===== src/rtl/add_chain_pkg.sv =====
// Shared defaults and limits for the add-chain pipeline and its stage.
package add_chain_pkg;
    localparam int unsigned DEF_WIDTH  = 32;
    localparam int unsigned DEF_STAGES = 2;
    localparam int unsigned DEF_STEP   = 1;
    localparam int unsigned MAX_STAGES = 16;
endpackage


===== src/rtl/add_chain_stage.sv =====
// One pipeline register stage: valid bit, data register and +STEP adder.
module add_chain_stage
    import add_chain_pkg::*;
#(
    parameter int unsigned      WIDTH = DEF_WIDTH,
    parameter logic [WIDTH-1:0] STEP  = WIDTH'(DEF_STEP)
) (
    input  logic             clk,
    input  logic             rst,
    input  logic             flush,
    input  logic             i_up_valid,
    input  logic [WIDTH-1:0] i_up_data,
    input  logic             i_down_ready,
    output logic             o_valid,
    output logic [WIDTH-1:0] o_data
);
    logic             r_valid;
    logic [WIDTH-1:0] r_data;
    logic             w_ready;
    logic             w_load;

    assign w_ready = !r_valid || i_down_ready;
    assign w_load  = i_up_valid && w_ready && !flush;

    // When ready, the valid bit simply follows upstream: load sets it,
    // a hand-off with nothing arriving clears it.
    always_ff @(posedge clk or posedge rst) begin
        if (rst) begin
            r_valid <= 1'b0;
            r_data  <= '0;
        end else begin
            if (flush) begin
                r_valid <= 1'b0;
            end else if (w_ready) begin
                r_valid <= i_up_valid;
            end
            if (w_load) begin
                r_data <= i_up_data + STEP;
            end
        end
    end

    assign o_valid = r_valid;
    assign o_data  = r_data;
endmodule


===== src/rtl/add_chain_pipeline.sv =====
// Elastic pipeline adding STEP in each of STAGES register stages, with
// bubble collapse, flush and a registered occupancy counter.
module add_chain_pipeline
    import add_chain_pkg::*;
#(
    parameter int unsigned      WIDTH  = DEF_WIDTH,
    parameter int unsigned      STAGES = DEF_STAGES,
    parameter logic [WIDTH-1:0] STEP   = WIDTH'(DEF_STEP)
) (
    input  logic                         clk,
    input  logic                         rst,
    input  logic                         flush,
    input  logic                         in_valid,
    output logic                         in_ready,
    input  logic [WIDTH-1:0]             in_data,
    output logic                         out_valid,
    input  logic                         out_ready,
    output logic [WIDTH-1:0]             out_data,
    output logic [$clog2(STAGES+1)-1:0]  occupancy
);
    localparam int unsigned OCC_W = $clog2(STAGES + 1);

    logic [STAGES-1:0] w_valid;
    logic [WIDTH-1:0]  w_data    [STAGES];
    logic [STAGES-1:0] w_up_valid;
    logic [WIDTH-1:0]  w_up_data [STAGES];
    logic [STAGES:0]   w_ready;
    logic              w_in_hs;
    logic              w_out_hs;
    logic [OCC_W-1:0]  r_occupancy;

    assign w_ready[STAGES] = out_ready;

    genvar gi;
    generate
        for (gi = 0; gi < STAGES; gi++) begin : g_stage
            // Closed form of ready_k = !valid_k || ready_(k+1): stage k is
            // ready unless it and every stage after it are full and stalled.
            assign w_ready[gi] = out_ready || !(&w_valid[STAGES-1:gi]);

            if (gi == 0) begin : g_first
                assign w_up_valid[gi] = in_valid;
                assign w_up_data[gi]  = in_data;
            end else begin : g_next
                assign w_up_valid[gi] = w_valid[gi-1];
                assign w_up_data[gi]  = w_data[gi-1];
            end

            add_chain_stage #(
                .WIDTH (WIDTH),
                .STEP  (STEP)
            ) u_stage (
                .clk          (clk),
                .rst          (rst),
                .flush        (flush),
                .i_up_valid   (w_up_valid[gi]),
                .i_up_data    (w_up_data[gi]),
                .i_down_ready (w_ready[gi+1]),
                .o_valid      (w_valid[gi]),
                .o_data       (w_data[gi])
            );
        end
    endgenerate

    assign in_ready  = w_ready[0] && !flush;
    assign out_valid = w_valid[STAGES-1];
    assign out_data  = w_data[STAGES-1];
    assign w_in_hs   = in_valid && in_ready;
    assign w_out_hs  = out_valid && out_ready;

    always_ff @(posedge clk or posedge rst) begin
        if (rst) begin
            r_occupancy <= '0;
        end else if (flush) begin
            r_occupancy <= '0;
        end else if (w_in_hs && !w_out_hs) begin
            r_occupancy <= r_occupancy + OCC_W'(1);
        end else if (!w_in_hs && w_out_hs) begin
            r_occupancy <= r_occupancy - OCC_W'(1);
        end
    end

    assign occupancy = r_occupancy;
endmodule


===== config.mk =====
export PLATFORM = sky130hd
export DESIGN_NAME = add_chain_pipeline
export DESIGN_NICKNAME = d
export VERILOG_FILES = /design/src/rtl/add_chain_pkg.sv /design/src/rtl/add_chain_stage.sv /design/src/rtl/add_chain_pipeline.sv
export SDC_FILE = /design/constraint.sdc
export NUM_CORES = 1
export LEC_CHECK = 0
export BUFFER_PORTS_ARGS = -buffer_cell sky130_fd_sc_hd__buf_4
export CORE_UTILIZATION = 37
export CTS_BUF_LIST = sky130_fd_sc_hd__clkbuf_4 sky130_fd_sc_hd__clkbuf_8
export DETAILED_ROUTE_END_ITERATION = 10
export MAX_ROUTING_LAYER = met4
export PLACE_DENSITY = 0.68
export SLEW_MARGIN = 20
export SYNTH_ARGS = -nofsm -noshare
export SYNTH_HDL_FRONTEND = slang
export SYNTH_SLANG_ARGS = --single-unit

===== constraint.sdc =====
create_clock -name clk -period 2.5 [get_ports clk]
set_input_delay 0.375 -clock clk [delete_from_list [all_inputs] [get_ports clk]]
set_output_delay 0.375 -clock clk [all_outputs]
set_load 0.02 [all_outputs]

### Yosys cells after proc, flatten, opt, wreduce, memory -nomap -nowiden

Index checks and enable logic that the tools add are counted.

| word-level totals | value |
|---|---|
| flip-flop bits (word level) | 68 |
| word-level logic and storage cells | 38 |
| input bits | 37 |

| cells by class | value |
|---|---|
| multiplexer cells | 7 |
| $add $sub $neg | 4 |
| reductions and logical operators | 22 |

Operator list:

| cell | count |
|---|---|
| 32-bit by 1-bit adder with 32-bit output, second input constant | 2 |
| 1-bit logical AND | 9 |
| 1-bit logical NOT | 6 |
| 2-bit 2-to-1 mux | 3 |
| 1-bit 2-to-1 mux | 4 |
| 2-bit nonzero test | 2 |
| 1-bit logical OR | 3 |
| 3-bit nonzero test | 1 |
| 2-bit by 1-bit adder with 2-bit output, second input constant | 1 |
| 2-bit AND reduction | 1 |
| 2-bit by 1-bit subtractor with 2-bit output, second input constant | 1 |

### Logic depth before layout (Yosys ltp)

Gate-level depths: netlist of the first run.

| logic depth | value |
|---|---|
| word-level depth | 10 |
| depth in mapped cells | 7 |

### Modules after synthesis

From an unflattened synthesis of the first run, not the netlist that was laid out.

| unflattened totals | value |
|---|---|
| cells, all modules | 405 |
| area, all modules | 3,677.3 µm² |

By module, submodules not included:

| module | times used | cells each | area an instance (µm²) | sequential area each (µm²) |
|---|---|---|---|---|
| add_chain_stage | 2 | 194 | 1,764.2 | 825.8 |
| add_chain_pipeline | 1 | 17 | 148.9 | 50.0 |

### Worst setup path after synthesis of the first run

No wires, ideal clock.

| path | value |
|---|---|
| kind | register -> register |
| start point | reg g_stage[1].u_stage.r_valid |
| end point | reg g_stage[1].u_stage.r_data[11] |
| path slack | 0.763 ns |
| required time | 2.375 ns |
| period minus slack after synthesis | 1.737 ns |
| path buffers | 1 |
| cell stages (with the launch flop) | 5 |
| arrival time | 1.613 ns |
| cells stage by stage | dfrtp_1 > nor2b_1 > nor3b_1 > buf_2 > mux2_2 |

| on the way | value |
|---|---|
| word-level cells in the longest chain between the ends | 4 |

RTL lines:

| item | RTL line | text |
|---|---|---|
| from (decl) | add_chain_stage.sv:17 | `logic r_valid;` |
| from (signal assigned) | add_chain_stage.sv:35 | `r_valid <= i_up_valid;` |
| 1-bit logical NOT | add_chain_stage.sv:22 | `assign w_ready = !r_valid \|\| i_down_ready;` |
| 1-bit logical OR | add_chain_stage.sv:22 |  |
| 1-bit logical AND (2 in a row) | add_chain_stage.sv:23 | `assign w_load = i_up_valid && w_ready && !flush;` |
| to (signal assigned) | add_chain_stage.sv:38 | `r_data <= i_up_data + STEP;` |
| to (decl) | add_chain_stage.sv:18 | `logic [WIDTH-1:0] r_data;` |

Every way passes these cells.
A chain may end at the register's enable or synchronous reset.

### Worst setup path after layout of the first run

| path | value |
|---|---|
| start point | reg g_stage[0].u_stage.r_data[1] |
| end point | reg g_stage[1].u_stage.r_data[26] |

| on the way | value |
|---|---|
| word-level cells in the longest chain between the ends | 1 |

RTL lines:

| item | RTL line |
|---|---|
| from (decl) | add_chain_stage.sv:18 |
| from (signal assigned) | add_chain_stage.sv:38 |
| 32-bit by 1-bit adder with 32-bit output | add_chain_stage.sv:38 |

Every way passes these cells.

==> key figures, run 1 <==
Run status
  – Status: finished, final reports clean

Detailed routing
  – DRT Pass-1 Iters: 4
  – # DRC: 0
  – M1 WL: around 3.8 mm
  – DR iter-0 viols: 123
  – Post-route ant nets: 0
  – Final wirelength: 7.911 mm
  – Via count: 3002
  – WL met3: between 300 and 400 microns
  – Metal2 WL: roughly 3.6 mm
  – DR WL/cell: 12.99 microns
  – Via-to-Cell Ratio: between 4 and 5
  – Uppermost layer routed: met4

Pwr
  – Leakage power: between 1.5 and 2 nW
  – Power per cell area: 714.6 nW/um^2
  – Peak VDD IR: between 0.2 and 0.3 mV

Setup path
  – Crit path launch type: register
  – Endpoint class of the critical path: register
  – R2R Path End: g_stage[1].u_stage.o_data[26]$_DFFE_PP0P_
  – Arrival time worst endpoint: 2.30 ns
  – Setup Crit Path Kind: register to register
  – CP max FO: 6
  – CP Data Required Time: around 2.7 ns
  – FF-to-FF path depth: 6
  – Crit Reg-Reg Startpoint: g_stage[0].u_stage.o_data[1]$_DFFE_PP0P_
  – R2r setup slk: 0.41 ns

Placed design
  – Post-DP HPWL: 6.146 mm
  – Dpl cells: around 590
  – Final RePlAce weighted congestion: between 0.8 and 0.9
  – Port Buf Inserts: slightly above 70
  – Pre-CTS setup slack: 0.4525 ns

Global routing
  – Gr usage total: 0.1743
  – Total grt overflow: 0
  – Initial antenna violation count: 0
  – Vias in the first global route: 2932
  – First-pass GRT wire length: 13.53 mm
  – Largest net degree at the start of global routing: 44

Floorplanning
  – Die height: 101.1 microns
  – Placeable Area: 9371 sq um
  – Row count: 35
  – DIE WIDTH: 101.1 microns
  – Die ar.: 10220 sq um
  – Top Ports: between 70 and 80
  – Initial core utilization: 0.3879

Logic synthesis
  – Synth Warn #: 0
  – Top cell type by total area after synthesis: dfrtp_1
  – Xor and xnor area share after synthesis: 0.1470
  – Commonest cells in the netlist: 68 x dfrtp_1, 49 x nor2_1, 47 x nand2_1
  – Synth top area share: 0.4682
  – Synth unique cells: 31
  – Synth top area cells: dfrtp_1 47%, xor2_1 10%, nor2_1 5.1%
  – Synthesized area: 3635 sq um
  – Cells after Synth: 401
  – Sequential-to-total area share from yosys stat: 0.4682
  – Ys flop type: dfrtp_1
  – Number of flops mapped to enable cells by yosys: 0
  – Mux cell area share after synthesis: 0.02410
  – Area fraction in compound gates after synthesis: 0.09053
  – Syn_area_per_cell: 9.064 sq um
  – Synth async-reset ratio: 1.000
  – Post-Synth Adder-Cell Area: 0.006885
  – Post-synthesis register bit count: 68
  – Largest family of logic cells by synthesized area: simple AND/OR/NAND/NOR gates
  – Count leader, synth: dfrtp_1
  – Simple-gate share of the synthesized area: 0.2344
  – Mapped Nets: between 400 and 500

Clock tree
  – Worst skew pair latency: 0.34 ns
  – H-tree levels: 3
  – CTS Root Cell: clkbuf_8
  – Clock Sinks: 68
  – Worst-path clk slew: 0.08 ns
  – Postcts setup bufs: 0
  – Hold-fix buffers, CTS: 0
  – Cts bufs inserted: 9
  – TritonCTS clock tree: built
  – Post-cts gate resize count: 0
  – Longest Clk Path Bufs: 2

STA
  – Min Hold Slack: 0.1202 ns
  – Final worst path period share: 0.8376
  – Setup TNS: 0 ns
  – Worst-margin pin slew: around 0.65 ns
  – Final slew viol count: 0
  – Max-slew headroom: 0.5658
  – Setup violations, final: 0
  – Clk_skew: between 0.01 and 0.015 ns
  – RSZ-0062 raised after global routing: false
  – Min cycle time layout: 2.094 ns
  – Setup ws final: 0.4060 ns
  – F_max: roughly 480 MHz
  – Final Hold Fails: 0

Cells and area
  – Area grow syn2layout: 25.44%
  – Ant diodes: 0
  – Nets: 514
  – Final Instance Count excl. Fillers: between 600 and 700
  – Share of cells above drive strength 1: 0.2375
  – Final core occ: 0.4865

Hold path
  – Worst Hold Class: input pin to async pin

Run
  – Maxcap violations: 0
per-layer routing:
metal  vias up  global-route usage
met5         -                   -
met3        12             0.03051
li1       1526                   -
met2        66              0.2575
met4         0             0.08027
met1      1398              0.2332
logic make-up after synthesis:
logic type | Yosys count
buffers and inverters | 25
DFF | 68
muxes | 8
AOI/OAI and AO/OA | 62
adders and majority gates | 2
and+or+nand+nor | 175
xor gates and xnor gates | 61
placed cells by master (no fill, tap or decap), types with 3 or more instances in the layout:
| master | n |
|---|---|
| buf_4 | 79 |
| dfrtp_1 | 68 |
| nor2_1 | 49 |
| nand2_1 | 47 |
| xor2_1 | 42 |
| nand3_1 | 31 |
| o21ai_0 | 30 |
| a21oi_1 | 27 |
| nand4_1 | 22 |
| xnor2_1 | 19 |
| clkbuf_8 | 10 |
| inv_1 | 7 |
| and3_1 | 7 |
| mux2_2 | 6 |
| nor3_1 | 5 |
| a21oi_2 | 4 |
| and2_1 | 3 |
| clkinv_2 | 3 |
cell type report:
| type | instances | area, sq um |
|---|---|---|
| Tap cell | 129 | 161.4 |
| Multi-Input combinational cell | 308 | 1833 |
| Inverter | 8 | 30.03 |
| Sequential cell | 68 | 1702 |
| Clock inverter | 5 | 75.07 |
| Clock buffer | 11 | 145.1 |
| Timing Repair Buffer | 80 | 613.1 |
| Fill cell | 929 | 4812 |
sequential cells by signal, indices dropped and copies added, names as in the netlist:
| register | flops |
|---|---|
| g_stage.u_stage.o_valid | 2 |
| g_stage.u_stage.o_data | 64 |
| occupancy | 2 |
how the worst max path moves through the flow:
stage,startpoint,to,slack (ns),depth (start not counted)
global route,g_stage[0].u_stage.o_data[1]$_DFFE_PP0P_,g_stage[1].u_stage.o_data[26]$_DFFE_PP0P_,0.25,6
floorplan,rst,g_stage[0].u_stage.o_data[0]$_DFFE_PP0P_,0.41,1
detailed placement,g_stage[0].u_stage.o_data[0]$_DFFE_PP0P_,g_stage[1].u_stage.o_data[22]$_DFFE_PP0P_,0.45,6
CTS,g_stage[0].u_stage.o_data[1]$_DFFE_PP0P_,g_stage[1].u_stage.o_data[22]$_DFFE_PP0P_,0.41,6
finish,g_stage[0].u_stage.o_data[1]$_DFFE_PP0P_,g_stage[1].u_stage.o_data[26]$_DFFE_PP0P_,0.41,6
global placement,g_stage[0].u_stage.o_data[1]$_DFFE_PP0P_,g_stage[1].u_stage.o_data[22]$_DFFE_PP0P_,0.56,6
report_power, final:
group          leakage [nW]  internal (W)  switching [W]
Combinational         0.989      0.000363       0.000438
Sequential            0.811       0.00130       0.000172
Clock                 0.116      0.000595       0.000393
worst max-delay path: stages (launching register included):
cell,delay [ns]
dfrtp_1,0.42
ha_1,0.22
nand3_1,0.21
nor3_1,0.60
nand3_1,0.20
xnor2_1,0.20
a21oi_1,0.09
metrics by stage:
stage	total power, W	cell area (sq um)
6_report	0.003258	4559
5_1_grt	0.003446	4559
4_1_cts	0.003296	4559
3_5_place_dp	0.002298	4339
3_3_place_gp	0.002270	4339
2_1_floorplan	0.001919	3635
(Power assumes the default switching activity.)
==> run 2, diff against run 1 <==
- PLACE_DENSITY: 0.68 -> 0.71
- clock period: 2.5 -> 1.9 ns (I/O delays scaled with it)
==> run 2 against run 1 <==
  * Clock skew fell by 0.0022 ns
  * Clock power rose by 8%
  * Maximum frequency rose by 17%
  * Routed wire length fell by 1.1%
  * Via count fell by 1.7%
  * Critical path depth fell by 1
  * Global-route usage fell by 0.38 points
  * Largest power group unchanged
  * Sequential cell count did not move
  * Highest routed layer unchanged
  * Die area did not move
  * Non-clock buffer count rose by 8
  * Cell count rose by 1.1%
  * Cell area rose by 1.4%
==> key figures, run 2 (synthesized netlist as in run 1, its figures left out) <==
Detailed routing
  – DR iter-0 viols: 143 (+16%)
  – # DRC: 0 (unchanged)
  – Final wirelength: 7.824 mm (-1.1%)
  – Via count: 2951 (-1.7%)
  – DRT Pass-1 Iters: 4 (unchanged)
  – Via-to-Cell Ratio: 4.791 (-2.8%)
  – Post-route ant nets: 0 (unchanged)
  – DR WL/cell: 12.70 microns (-2.2%)

Clock tree
  – Worst skew pair latency: 0.35 ns (about the same)
  – H-tree levels: 3 (unchanged)
  – Hold-fix buffers, CTS: 0 (unchanged)
  – Worst-path clk slew: 0.07 ns (about the same)
  – Postcts setup bufs: 0 (unchanged)
  – Cts bufs inserted: 9 (unchanged)
  – Clock Sinks: 68 (unchanged)
  – Post-cts gate resize count: 0 (unchanged)
  – TritonCTS clock tree: built
  – CTS Root Cell: clkbuf_8
  – Longest Clk Path Bufs: 2 (unchanged)

Setup path
  – Crit path launch type: register
  – Setup Crit Path Kind: register to register
  – FF-to-FF path depth: 5 (-1)
  – Endpoint class of the critical path: register
  – CP max FO: 5 (-1)
  – Arrival time worst endpoint: 2.03 ns (-0.27 ns)
  – Worst setup path startpoint: g_stage[0].u_stage.o_data[0]$_DFFE_PP0P_
  – Crit Reg-Reg Startpoint: g_stage[0].u_stage.o_data[0]$_DFFE_PP0P_
  – CP Data Required Time: 2.13 ns (-0.58 ns)

Pwr
  – Power per cell area: 883.3 nW/um^2 (+24%)
  – Peak VDD IR: 0.2954 mV (+0.28%)
  – Leakage power: 1.967 nW (+2.7%)

Placed design
  – Port Buf Inserts: 72 (unchanged)
  – Pre-CTS setup slack: 0.1002 ns (-0.3522 ns)
  – Final RePlAce weighted congestion: 0.8320 (-3.2%)
  – Dpl cells: 601 (+1.3%)
  – Post-DP HPWL: 5.999 mm (-2.4%)

STA
  – F_max: 556.6 MHz (+17%)
  – Max-slew headroom: 0.6591 (+0.09338)
  – Clk_skew: 0.009505 ns (-0.002228 ns)
  – Setup ws final: 0.1035 ns (-0.3025 ns)
  – Worst-margin pin slew: 0.5075 ns (-0.1389 ns)
  – Final slew viol count: 0 (unchanged)
  – Final Hold Fails: 0 (unchanged)
  – RSZ-0062 raised after global routing: false
  – Min cycle time layout: 1.797 ns (-0.2975 ns)
  – Final worst path period share: 0.9455 (+0.1079)
  – Setup TNS: 0 ns (unchanged)
  – Setup violations, final: 0 (unchanged)

Cells and area
  – Final core occ: 0.4932 (+0.006676)
  – Commonest non-fill, non-tap cells in the layout: 85 x buf_4, 68 x dfrtp_1, 49 x nor2_1, 47 x nand2_1, 42 x xor2_1
  – Commonest non-fill, non-tap cell in the layout: buf_4
  – Area grow syn2layout: 27.16%
  – Max reg flops: 64 (unchanged)
  – Nets: 522 (+1.6%)
  – Final Instance Count excl. Fillers: 616 (+1.1%)
  – Ant diodes: 0 (unchanged)
  – Fill count: 920 (-0.97%)
  – Share of cells above drive strength 1: 0.2485 (+0.01096)

Global routing
  – Global-route track usage on met1: 0.2332 (about the same)
  – Vias in the first global route: 2775 (-5.4%)
  – Initial antenna violation count: 0 (unchanged)
  – Largest net degree at the start of global routing: 69 (+57%)
  – Total grt overflow: 0 (unchanged)
  – Met3 GRT Util: 0.03883 (+0.008322)
  – Gr usage total: 0.1706 (-0.003791)
  – Grt met2 use: 0.2428 (-0.01465)
  – Busiest grt layer: met2
  – First-pass GRT wire length: 13.02 mm (-3.8%)

Run
  – Maxcap violations: 0 (unchanged)

Floorplanning
  – Top Ports: 73 (unchanged)
  – Initial core utilization: 0.3879 (unchanged)
  – Die ar.: 10220 sq um (unchanged)
  – Placeable Area: 9371 sq um (unchanged)
  – DIE WIDTH: 101.1 microns (unchanged)
  – Row count: 35 (unchanged)
  – Die height: 101.1 microns (unchanged)

Run status
  – Status: finished, final reports clean

Hold path
  – Worst Hold Class: input pin to async pin
-- run 2: changes by cell type in the layout (fill, tap and decap cells not counted) --
cell,previous run,this run
clkbuf_8,10,11
nor4_4,1,3
clkinvlp_4,0,1
nor4_2,2,0
buf_12,1,3
bufinv_16,2,0
clkinv_2,3,2
clkbuf_4,1,2
buf_4,79,85
inv_2,1,0
-- run 2: cell type report --
class                           instances  area, sq um  share of cell area
Sequential cell                        68         1702              0.3682
Clock buffer                           13        166.4             0.03600
Tap cell                              129        161.4             0.03492
Timing Repair Buffer                   88        698.2              0.1511
Inverter                                8        33.78            0.007309
Clock inverter                          2        10.01            0.002166
Multi-Input combinational cell        308         1851              0.4004
-- run 2: critical path: stages (launching register included) --
cell,delay (ns)
dfrtp_1,0.42
nand4_1,0.29
nor4_4,0.46
nand2_1,0.11
xnor2_1,0.13
mux2_2,0.25
-- run 2: final timing paths --
path / end / slack [ns]
min in group clk: occupancy[0]$_DFFE_PP0P_ / 0.14
worst max-delay path: g_stage[1].u_stage.o_data[19]$_DFFE_PP0P_ / 0.10
worst max register to register: g_stage[1].u_stage.o_data[19]$_DFFE_PP0P_ / 0.10
worst min-delay path: g_stage[1].u_stage.o_data[3]$_DFFE_PP0P_ / 0.02
worst min register to register: g_stage[1].u_stage.o_data[1]$_DFFE_PP0P_ / 0.51
max in group asynchronous: g_stage[0].u_stage.o_data[15]$_DFFE_PP0P_ / 1.58
-- run 2: routing by layer --
layer / routed length (microns) / up-vias
met1: 3947 / 1334
met3: 339 / 13
met4: 133 / 0
met5: 0 / -
li1: - / 1538
met2: 3404 / 66
-- run 2: power breakdown --
group | internal, W | switching [W]
Clock | 0.000563 | 0.000511
Combinational | 0.000500 | 0.000589
Sequential | 0.00171 | 0.000212
-- run 2: metrics by stage --
step / power, W / hold slack [ns] / cell area [sq um]
after global routing: 0.004318 / 0.03956 / 4622
final: 0.004083 / 0.01552 / 4622
after CTS: 0.004131 / 0.03465 / 4604
after floorplan: 0.002526 / 0.3967 / 3638
after global placement: 0.003018 / 0.4064 / 4428
after detailed placement: 0.003045 / 0.4154 / 4428
==> run 3, diff against run 2 <==
- CELL_PAD_IN_SITES_DETAIL_PLACEMENT: default -> 1
- CELL_PAD_IN_SITES_GLOBAL_PLACEMENT: default -> 1
- CORE_UTILIZATION: 37 -> 29
- PLACE_DENSITY: 0.71 -> 0.72
- SETUP_SLACK_MARGIN: default -> 0.02
==> run 3 against run 2 <==
  * Global-route usage shrank 1.7 points
  * Critical path depth increased by 2
  * Critical endpoint is now g_stage[1].u_stage.o_data[24]$_DFFE_PP0P_
  * Largest cell class unchanged
  * Clock power up 13%
  * Critical path type unchanged
==> key figures, run 3 (synthesized netlist as in run 1, its figures left out) <==
Run status
  – Status: finished, final reports clean

Global routing
  – First-pass GRT wire length: 15.36 mm (+18%)
  – Largest net degree at the start of global routing: 69 (unchanged)
  – Gr usage total: 0.1538 (-0.01675)
  – Initial antenna violation count: 0 (unchanged)
  – Vias in the first global route: 3172 (+14%)
  – Total grt overflow: 0 (unchanged)

Floorplanning
  – Initial core utilization: 0.3001 (-0.08775)
  – Top Ports: 73 (unchanged)
  – Die height: 114.0 microns (+13%)
  – Die ar.: 12990 sq um (+27%)
  – Placeable Area: 12110 sq um (+29%)
  – DIE WIDTH: 114.0 microns (+13%)
  – Row count: 40 (+14%)

Clock tree
  – Cts bufs inserted: 9 (unchanged)
  – H-tree levels: 3 (unchanged)
  – Longest Clk Path Bufs: 2 (unchanged)
  – TritonCTS clock tree: built
  – Worst skew pair latency: 0.35 ns (about the same)
  – Worst-path clk slew: 0.07 ns (about the same)
  – Clock Sinks: 68 (unchanged)
  – CTS Root Cell: clkbuf_8

Pwr
  – Int Power: 0.002898 W (+4.6%)
  – Comb pwr share: 0.263 (-0.004)
  – Final Power: 0.004265 W (+4.5%)
  – Leakage power: 1.996 nW (+1.5%)
  – Power per cell area: 896.1 nW/um^2 (+1.4%)
  – Peak VDD IR: 0.2799 mV (-5.3%)
  – Net Sw Frac: 0.3206 (-0.0009953)
  – Sw power: 0.001368 W (+4.1%)
  – Clock Power Share: 0.284 (+0.021)
  – Reg power frac: 0.453 (-0.017)

STA
  – Min cycle time layout: 1.772 ns (-0.02450 ns)
  – Setup TNS: 0 ns (unchanged)
  – Min Hold Slack: 0.02935 ns (+0.01382 ns)
  – Final worst path period share: 0.9326 (-0.01290)
  – Setup violations, final: 0 (unchanged)
  – Worst-margin pin slew: 0.5198 ns (+0.01235 ns)
  – Final slew viol count: 0 (unchanged)
  – F_max: 564.3 MHz (+1.4%)
  – Max-slew headroom: 0.6503 (-0.008890)
  – Final Hold Fails: 0 (unchanged)
  – Clk_skew: 0.006275 ns (-0.003229 ns)

Placed design
  – Dpl cells: 638 (+6.2%)
  – Post-DP HPWL: 7.044 mm (+17%)
  – Port Buf Inserts: 72 (unchanged)
  – Final RePlAce weighted congestion: 0.8413 (+1.1%)

Run
  – Maxcap violations: 0 (unchanged)

Detailed routing
  – # DRC: 0 (unchanged)
  – Via-to-Cell Ratio: 4.663 (-2.7%)
  – DRT Pass-1 Iters: 4 (unchanged)
  – Post-route ant nets: 0 (unchanged)
  – Via count: 3073 (+4.1%)
  – DR iter-0 viols: 156 (+9.1%)
  – DR WL/cell: 13.83 microns (+8.9%)
  – Final wirelength: 9.116 mm (+17%)

Setup path
  – CP Data Required Time: 2.17 ns (+0.04 ns)
  – Crit path top cell by count: nand3_1
  – CP max FO: 4 (-1)
  – Worst setup path startpoint: g_stage[0].u_stage.o_data[1]$_DFFE_PP0P_
  – R2R Path End: g_stage[1].u_stage.o_data[24]$_DFFE_PP0P_
  – Endpoint class of the critical path: register
  – Crit Reg-Reg Startpoint: g_stage[0].u_stage.o_data[1]$_DFFE_PP0P_
  – Setup Crit Path Kind: register to register
  – Crit path launch type: register
  – Arrival time worst endpoint: 2.04 ns (about the same)
  – Crit-path max cell delay: 0.39 ns (-0.07 ns)
  – R2r setup slk: 0.13 ns (+0.02 ns)
  – FF-to-FF path depth: 7 (+2)
  – Slowest stage cell on the critical path: dfrtp_1
  – Worst path cell trace: ha_1 -> nand3_1 -> nor4_2 -> buf_4 -> nand3_1 -> xor2_2 -> a21oi_1

Cells and area
  – Final Instance Count excl. Fillers: 659 (+7.0%)
  – Fill count: 1455 (+58%)
  – Area grow syn2layout: 30.95%
  – Commonest non-fill, non-tap cell in the layout: buf_4
  – Max reg flops: 64 (unchanged)
  – Final core occ: 0.3930 (-0.1002)
  – Share of cells above drive strength 1: 0.2668 (+0.01834)
  – Commonest non-fill, non-tap cells in the layout: 88 x buf_4, 68 x dfrtp_1, 48 x nor2_1, 47 x nand2_1, 41 x xor2_1
  – Ant diodes: 0 (unchanged)
  – Nets: 525 (+0.57%)

Hold path
  – Worst Hold Class: input pin to async pin
## run 3: per-layer routing
metal | up-vias | global-route usage | share of wire
met1 | 1472 | 0.2143 | 0.50
met3 | 8 | 0.02816 | 0.032
li1 | 1540 | - | -
met2 | 53 | 0.2214 | 0.46
met5 | - | - | 0
met4 | 0 | 0.05801 | 0.0093
## run 3: worst max-delay path by stage
stage / endpoint / slack (ns) / cells after the start
floorplan: g_stage[1].u_stage.o_data[11]$_DFFE_PP0P_ / 0.16 / 4
global placement: g_stage[1].u_stage.o_data[28]$_DFFE_PP0P_ / 0.09 / 7
detailed placement: g_stage[1].u_stage.o_data[19]$_DFFE_PP0P_ / 0.05 / 5
CTS: g_stage[1].u_stage.o_data[25]$_DFFE_PP0P_ / 0.03 / 5
global route: g_stage[1].u_stage.o_data[24]$_DFFE_PP0P_ / -0.003 / 7
finish: g_stage[1].u_stage.o_data[24]$_DFFE_PP0P_ / 0.13 / 7
## run 3: area by class of cell
cell class / count / area [sq um] / area share
inverter: 8 / 33.78 / 0.007098
tap: 168 / 210.2 / 0.04416
clock buffer: 12 / 158.9 / 0.03339
timing repair buffer: 91 / 720.7 / 0.1514
clock inverter: 4 / 47.55 / 0.009989
multi-input combinational: 308 / 1887 / 0.3964
sequential: 68 / 1702 / 0.3575
## run 3: power groups by stage
| stage | sequential [W] | combinational [W] | clock, W |
|---|---|---|---|
| after global placement | 0.00195 | 0.00108 | 0 |
| after detailed placement | 0.00196 | 0.00112 | 0 |
| after global routing | 0.00197 | 0.00124 | 0.00130 |
| final | 0.00193 | 0.00112 | 0.00121 |
| after floorplan | 0.00211 | 0.000411 | 0 |
| after CTS | 0.00193 | 0.00113 | 0.00125 |
## run 3: repair_timing
item	in CTS	in global routing
hold buffers	0	0
setup endpoints to repair	1	15
buffers inserted	0	5
pin swaps	2	5
gates resized for setup	2	7
## run 3: per-stage QoR
step                cell area [sq um]  setup slack (ns)
floorplan                        3638            0.1628
global placement                 4462           0.08637
detailed placement               4462           0.04621
CTS                              4682           0.03463
global route                     4760         -0.002697
finish                           4760            0.1280
## run 3: worst max-delay path, delay by kind of cell (launching register included)
kind,cells,cell delay (ns)
buffers and inverters,1,0.18
AO/OA/AOI/OAI,1,0.17
AND/OR/NAND/NOR,3,0.56
flip-flops,1,0.39
adder cells (fa/ha/maj),1,0.21
XOR/XNOR,1,0.18
